`src/rtl/vga_pkg.sv`:
```
// Shared timing constants and scan FSM encoding for the VGA scan controller.
package vga_pkg;

  localparam int unsigned H_TOTAL  = 800;
  localparam int unsigned V_TOTAL  = 525;
  localparam int unsigned H_ACTIVE = 640;
  localparam int unsigned V_ACTIVE = 480;
  localparam int unsigned DIV      = 4;

  localparam int unsigned CNT_W    = 15;
  localparam int unsigned FRAME_W  = 16;

  typedef enum logic [1:0] {
    ST_SCAN = 2'd0,
    ST_REQ  = 2'd1,
    ST_HOLD = 2'd2
  } state_t;

endpackage

```
`src/rtl/vga_scan_ctrl_pix_div.sv`:
```
// Clock divider: free-running 0..DIV-1 count, pix_ce decoded from the count register.
module pix_div #(
  parameter int unsigned DIV = vga_pkg::DIV
) (
  input  logic clk,
  input  logic rst_n,
  input  logic en,
  output logic pix_ce
);

  localparam int unsigned     DIV_W    = (DIV > 1) ? $clog2(DIV) : 1;
  localparam logic [DIV_W-1:0] DIV_LAST = DIV_W'(DIV - 1);

  logic [DIV_W-1:0] r_div;

  always_ff @(posedge clk or negedge rst_n) begin
    if (!rst_n) begin
      r_div <= '0;
    end else if (!en || (r_div == DIV_LAST)) begin
      r_div <= '0;
    end else begin
      r_div <= r_div + DIV_W'(1);
    end
  end

  assign pix_ce = en && (r_div == DIV_LAST);

endmodule

```
`src/rtl/vga_scan_ctrl.sv`:
```
// VGA raster scan counters plus the vblank update-window handshake with game logic.
module vga_scan_ctrl #(
  parameter int unsigned H_TOTAL  = vga_pkg::H_TOTAL,
  parameter int unsigned V_TOTAL  = vga_pkg::V_TOTAL,
  parameter int unsigned V_ACTIVE = vga_pkg::V_ACTIVE,
  parameter int unsigned DIV      = vga_pkg::DIV
) (
  input  logic                        clk,
  input  logic                        rst_n,
  input  logic                        en,
  input  logic                        upd_done,
  input  logic                        ovr_clr,
  output logic [vga_pkg::CNT_W-1:0]   H,
  output logic [vga_pkg::CNT_W-1:0]   V,
  output logic                        pix_ce,
  output logic                        upd_req,
  output logic                        overrun,
  output logic [vga_pkg::FRAME_W-1:0] frame_cnt
);

  import vga_pkg::*;

  localparam logic [CNT_W-1:0] H_LAST  = CNT_W'(H_TOTAL - 1);
  localparam logic [CNT_W-1:0] V_LAST  = CNT_W'(V_TOTAL - 1);
  localparam logic [CNT_W-1:0] V_ENTRY = CNT_W'(V_ACTIVE - 1);

  logic [CNT_W-1:0]   r_h;
  logic [CNT_W-1:0]   r_v;
  logic [FRAME_W-1:0] r_frame;
  logic               r_upd_req;
  logic               r_overrun;
  state_t             r_state;

  state_t             w_state_nxt;
  logic               w_ovr_set;
  logic               w_pix_ce;
  logic               w_h_last;
  logic               w_v_wrap;
  logic               w_vblank_entry;

  pix_div #(.DIV(DIV)) u_pix_div (
    .clk    (clk),
    .rst_n  (rst_n),
    .en     (en),
    .pix_ce (w_pix_ce)
  );

  assign w_h_last       = (r_h == H_LAST);
  assign w_v_wrap       = w_pix_ce && w_h_last && (r_v == V_LAST);
  assign w_vblank_entry = w_pix_ce && w_h_last && (r_v == V_ENTRY);

  // Raster position; en low parks the beam at the origin.
  always_ff @(posedge clk or negedge rst_n) begin
    if (!rst_n) begin
      r_h <= '0;
      r_v <= '0;
    end else if (!en) begin
      r_h <= '0;
      r_v <= '0;
    end else if (w_pix_ce) begin
      if (w_h_last) begin
        r_h <= '0;
        r_v <= (r_v == V_LAST) ? '0 : r_v + CNT_W'(1);
      end else begin
        r_h <= r_h + CNT_W'(1);
      end
    end
  end

  always_ff @(posedge clk or negedge rst_n) begin
    if (!rst_n) begin
      r_state <= ST_SCAN;
    end else begin
      r_state <= w_state_nxt;
    end
  end

  // A done arriving on the wrap clock still counts as on time.
  always_comb begin
    w_state_nxt = r_state;
    w_ovr_set   = 1'b0;
    if (!en) begin
      w_state_nxt = ST_SCAN;
    end else begin
      case (r_state)
        ST_SCAN: if (w_vblank_entry) w_state_nxt = ST_REQ;
        ST_REQ: begin
          if (w_v_wrap) begin
            w_state_nxt = ST_SCAN;
            w_ovr_set   = !upd_done;
          end else if (upd_done) begin
            w_state_nxt = ST_HOLD;
          end
        end
        ST_HOLD: if (w_v_wrap) w_state_nxt = ST_SCAN;
        default: w_state_nxt = ST_SCAN;
      endcase
    end
  end

  always_ff @(posedge clk or negedge rst_n) begin
    if (!rst_n) begin
      r_upd_req <= 1'b0;
      r_overrun <= 1'b0;
      r_frame   <= '0;
    end else begin
      r_upd_req <= (w_state_nxt == ST_REQ);
      if (w_ovr_set) begin
        r_overrun <= 1'b1;
      end else if (ovr_clr) begin
        r_overrun <= 1'b0;
      end
      if (w_v_wrap) begin
        r_frame <= r_frame + FRAME_W'(1);
      end
    end
  end

  assign H         = r_h;
  assign V         = r_v;
  assign pix_ce    = w_pix_ce;
  assign upd_req   = r_upd_req;
  assign overrun   = r_overrun;
  assign frame_cnt = r_frame;

endmodule

```
`config.mk`:
```
export PLATFORM = sky130hd
export DESIGN_NAME = vga_scan_ctrl
export DESIGN_NICKNAME = d
export VERILOG_FILES = /design/src/rtl/vga_pkg.sv /design/src/rtl/vga_scan_ctrl_pix_div.sv /design/src/rtl/vga_scan_ctrl.sv
export SDC_FILE = /design/constraint.sdc
export NUM_CORES = 1
export LEC_CHECK = 0
export CORE_MARGIN = 10
export CORE_UTILIZATION = 55
export CTS_BUF_LIST = sky130_fd_sc_hd__clkbuf_4 sky130_fd_sc_hd__clkbuf_8 sky130_fd_sc_hd__clkbuf_16
export CTS_CLUSTER_SIZE = 20
export DETAILED_ROUTE_END_ITERATION = 8
export GPL_TIMING_DRIVEN = 0
export PLACE_DENSITY = 0.95
export SLEW_MARGIN = 0
export SYNTH_ARGS = -nofsm -noshare
export SYNTH_HDL_FRONTEND = slang
export SYNTH_SLANG_ARGS = --single-unit
```
`constraint.sdc`:
```
create_clock -name clk -period 6.9 [get_ports clk]
set_clock_uncertainty 0.15 [all_clocks]
set_input_delay 1.035 -clock clk [delete_from_list [all_inputs] [get_ports clk]]
set_output_delay 1.035 -clock clk [all_outputs]
set_load 0.03 [all_outputs]
```
==> results_dict.tcl <==
set metrics [dict create \
    cts_resized 0 \
    drt_first_pass_iters 4 \
    ys_dominant_reg_cell "sky130_fd_sc_hd__dfrtp_1" \
    r2r_end "H[8]$_DFFE_PN0P_" \
    initial_core_util_pct 56.8 \
    synthCells 280 \
    num-nets-final 351 \
    cts_hold_buf 0 \
    place_area_um2 3310 \
    power_per_cell_area_nw_per_um2 152 \
    synth.most_common_cell "sky130_fd_sc_hd__dfrtp_1" \
    tritoncts "done" \
    hold_viol_final 0 \
    final_weighted_congestion_in_routability_driven_placement 0.840 \
    final.period_utilization_pct 54.1 \
    clkTransAtPathRegs_ns 0.10 \
    min_to "u_pix_div.r_div[0]$_DFF_PN0_" \
    power.share.clock_pct 35.0 \
    grt_start_max_net_pins 32 \
    vdd.ir_drop.worst_v 0.000117 \
    reg2reg_setup_slack_ns 4.01 \
    fp.dieW_um 89.8 \
    combinational_cell_fraction_of_total_power_pct 5.2 \
    yosys-top-cells-count "sky130_fd_sc_hd__dfrtp_1 (52), sky130_fd_sc_hd__nand2_1 (34), sky130_fd_sc_hd__nor2_1 (22)" \
    worst_skew_pair.late_latency_ns 0.31 \
    post_synth.cell_area_avg_um2 9.58 \
    holdCritStartpoint "u_pix_div.r_div[0]$_DFF_PN0_" \
    critPathKind "primary input to output pin" \
    power.static_leakage_nw 1.41 \
    final_layout_size_suffix_gt1_share_pct 5.85 \
    synth_top_area_share_pct 48.5 \
    postCtsSetupBuffers 0 \
    asyncSetResetFlopFracSynth_pct 100 \
    power_uw 516 \
    floorplan.rows 25 \
    cts.sink_count 52 \
    synth.distinct_cells 45 \
    area.growth.synth_to_final_pct 26.9 \
    synth.area.top_cells "sky130_fd_sc_hd__dfrtp_1 (49%), sky130_fd_sc_hd__xnor2_1 (5.6%), sky130_fd_sc_hd__nand2_1 (4.8%)" \
    timing.max_cap.violations 0 \
    rsz0062_at_grt "false" \
    die_height_um 89.8 \
    timing.fmax_ghz 0.268 \
    buffer_ports.inserted 53 \
    grt-ovfl-total 0 \
    synth_seq_area_share_pct 48.5 \
    ff_to_ff_start "H[5]$_DFFE_PN0P_" \
    cts-root-buf "sky130_fd_sc_hd__clkbuf_8" \
    final.setup.tns_ns 0 \
    max_slew.worst_pin.slew_ns 1.01 \
    initialDrtViolationCount 165 \
    required_time_at_the_endpoint_of_the_critical_path_ns 5.71 \
    swShare_pct 24.1 \
    synth_edf_count 0 \
    global_route_wire_length_before_repair_mm 11.5 \
    critPathCaptureType "output pin" \
    via_count_of_the_first_global_routing_pass 2353 \
    dp_hpwl_mm 4.82 \
    min_path_cells 1 \
    antenna_found_initial 0 \
    via_total_after_detailed_routing 2350 \
    ys_seq_elements 52 \
    cts_inserted_buffers 5 \
    worst_slack_ns 3.17 \
    rr_worst_depth 5 \
    antenna_diode_instance_count 0 \
    outcome "complete, no violations" \
    worst_max_slew_margin_expressed_relative_to_the_limit_pct 31.8 \
    drt-total-wl_mm 6.54 \
    grt_util_all_layers_pct 16.5 \
    placeableCoreArea_um2 4720 \
    cts_buffer_depth 2 \
    finalInstanceArea_um2 3400 \
    setup-violations-final 0 \
    place_ws_ns 3.19 \
    design.portCount 54 \
    internal-power_uw 392 \
    cp_data_arrival_time_ns 2.55 \
    cts.htree.levels 2 \
    detail_route.vias_per_cell 5.75 \
    slew_viol_final 0 \
    final_antenna_net_count 0 \
    period_minus_slack_ns 3.73 \
    mapped_cell_area_um2 2680 \
    drc_errors 0 \
    wl_per_cell_um 16.0 \
    path_max_fanout 4 \
    hold_slack_ns 0.293 \
    die_area_um2 8070 \
    sequential_power_share_pct 59.8 \
    timing.hold.worst.class "flop to flop" \
    start_kind "primary input" \
    p_switching_uw 125 \
    syn_nets 290 \
    synth_top_cell_by_area "sky130_fd_sc_hd__dfrtp_1" \
    synth.yosys.warnings 0 \
]
metrics by stage:
stage / utilization, % / cells
floorplan: - / 280
detailed placement: 70.1 / 401
global route: 72.1 / 409
finish: 72.1 / 409
CTS: 72.1 / 409
global placement: 69.8 / 400
sequential cells by signal, indices dropped and copies added (netlist names):
register         count
V                   15
overrun              1
H                   15
upd_req              1
r_state              2
frame_cnt           16
u_pix_div.r_div      2
placed cells by master (no fill, tap or decap), drive strengths merged, types with 2 or more instances in the layout:
| cell type | count |
|---|---|
| a21boi | 2 |
| clkdlybuf4s50 | 52 |
| and4 | 4 |
| clkbuf | 9 |
| nor2 | 22 |
| nor3 | 12 |
| nor4 | 7 |
| xnor2 | 17 |
| and2 | 6 |
| a21oi | 6 |
| or4 | 4 |
| buf | 5 |
| nand2 | 34 |
| o21ai | 11 |
| o31ai | 4 |
| nand2b | 4 |
| nand3 | 18 |
| and3 | 6 |
| ha | 5 |
| o41ai | 2 |
| nor2b | 2 |
| nand4 | 13 |
| dfrtp | 52 |
| xor2 | 10 |
| a31oi | 7 |
| or3 | 2 |
| inv | 11 |
worst max path at each step:
stage | slack [ns] | to | cells past startpoint | startpoint
after detailed placement | 3.19 | pix_ce | 4 | en
after global placement | 3.17 | H[10]$_DFFE_PN0P_ | 1 | rst_n
after CTS | 3.18 | pix_ce | 4 | en
after global routing | 3.12 | pix_ce | 4 | en
after floorplan | 4.22 | pix_ce | 2 | en
final | 3.17 | pix_ce | 4 | en
routing by layer:
layer  routed length (um)  GRT usage [%]
met4                   85           5.26
met1                 2860           20.3
met2                 3160           26.5
met3                  435           5.74
met5                    0              0
logic make-up (layout without fill, tap and decap cells):
family / Yosys count / count (layout) / synth area share [%]
adder cells (fa/ha/maj): 5 / 5 / 2.33
flip-flops: 52 / 52 / 48.5
XOR/XNOR: 27 / 27 / 8.82
AO/OA/AOI/OAI: 39 / 39 / 9.57
buffers and inverters: 17 / 79 / 2.61
AND/OR/NAND/NOR: 140 / 140 / 28.1
final cells by class:
class	count	area, um^2
Multi-Input combinational cell	211	1310
Buffer	6	28.8
Sequential cell	52	1300
Fill cell	347	1320
Clock inverter	2	16.3
Tap cell	67	83.8
Clock buffer	6	76.3
Inverter	11	41.3
Timing Repair Buffer	54	546
power by group through the flow:
| stage | Sequential [mW] | Clock, mW | Combinational, mW |
|---|---|---|---|
| after global placement | 0.315 | 0 | 0.0253 |
| after floorplan | 0.317 | 0 | 0.00975 |
| after detailed placement | 0.315 | 0 | 0.0270 |
| after CTS | 0.309 | 0.183 | 0.0272 |
| final | 0.309 | 0.181 | 0.0267 |
| after global routing | 0.309 | 0.197 | 0.0300 |
worst max-delay path, stage by stage:
cell                              delay, ns
sky130_fd_sc_hd__clkdlybuf4s50_1       0.55
sky130_fd_sc_hd__inv_1                 0.10
sky130_fd_sc_hd__nor2_1                0.16
sky130_fd_sc_hd__clkdlybuf4s50_1       0.70
(Power assumes the default switching activity.)
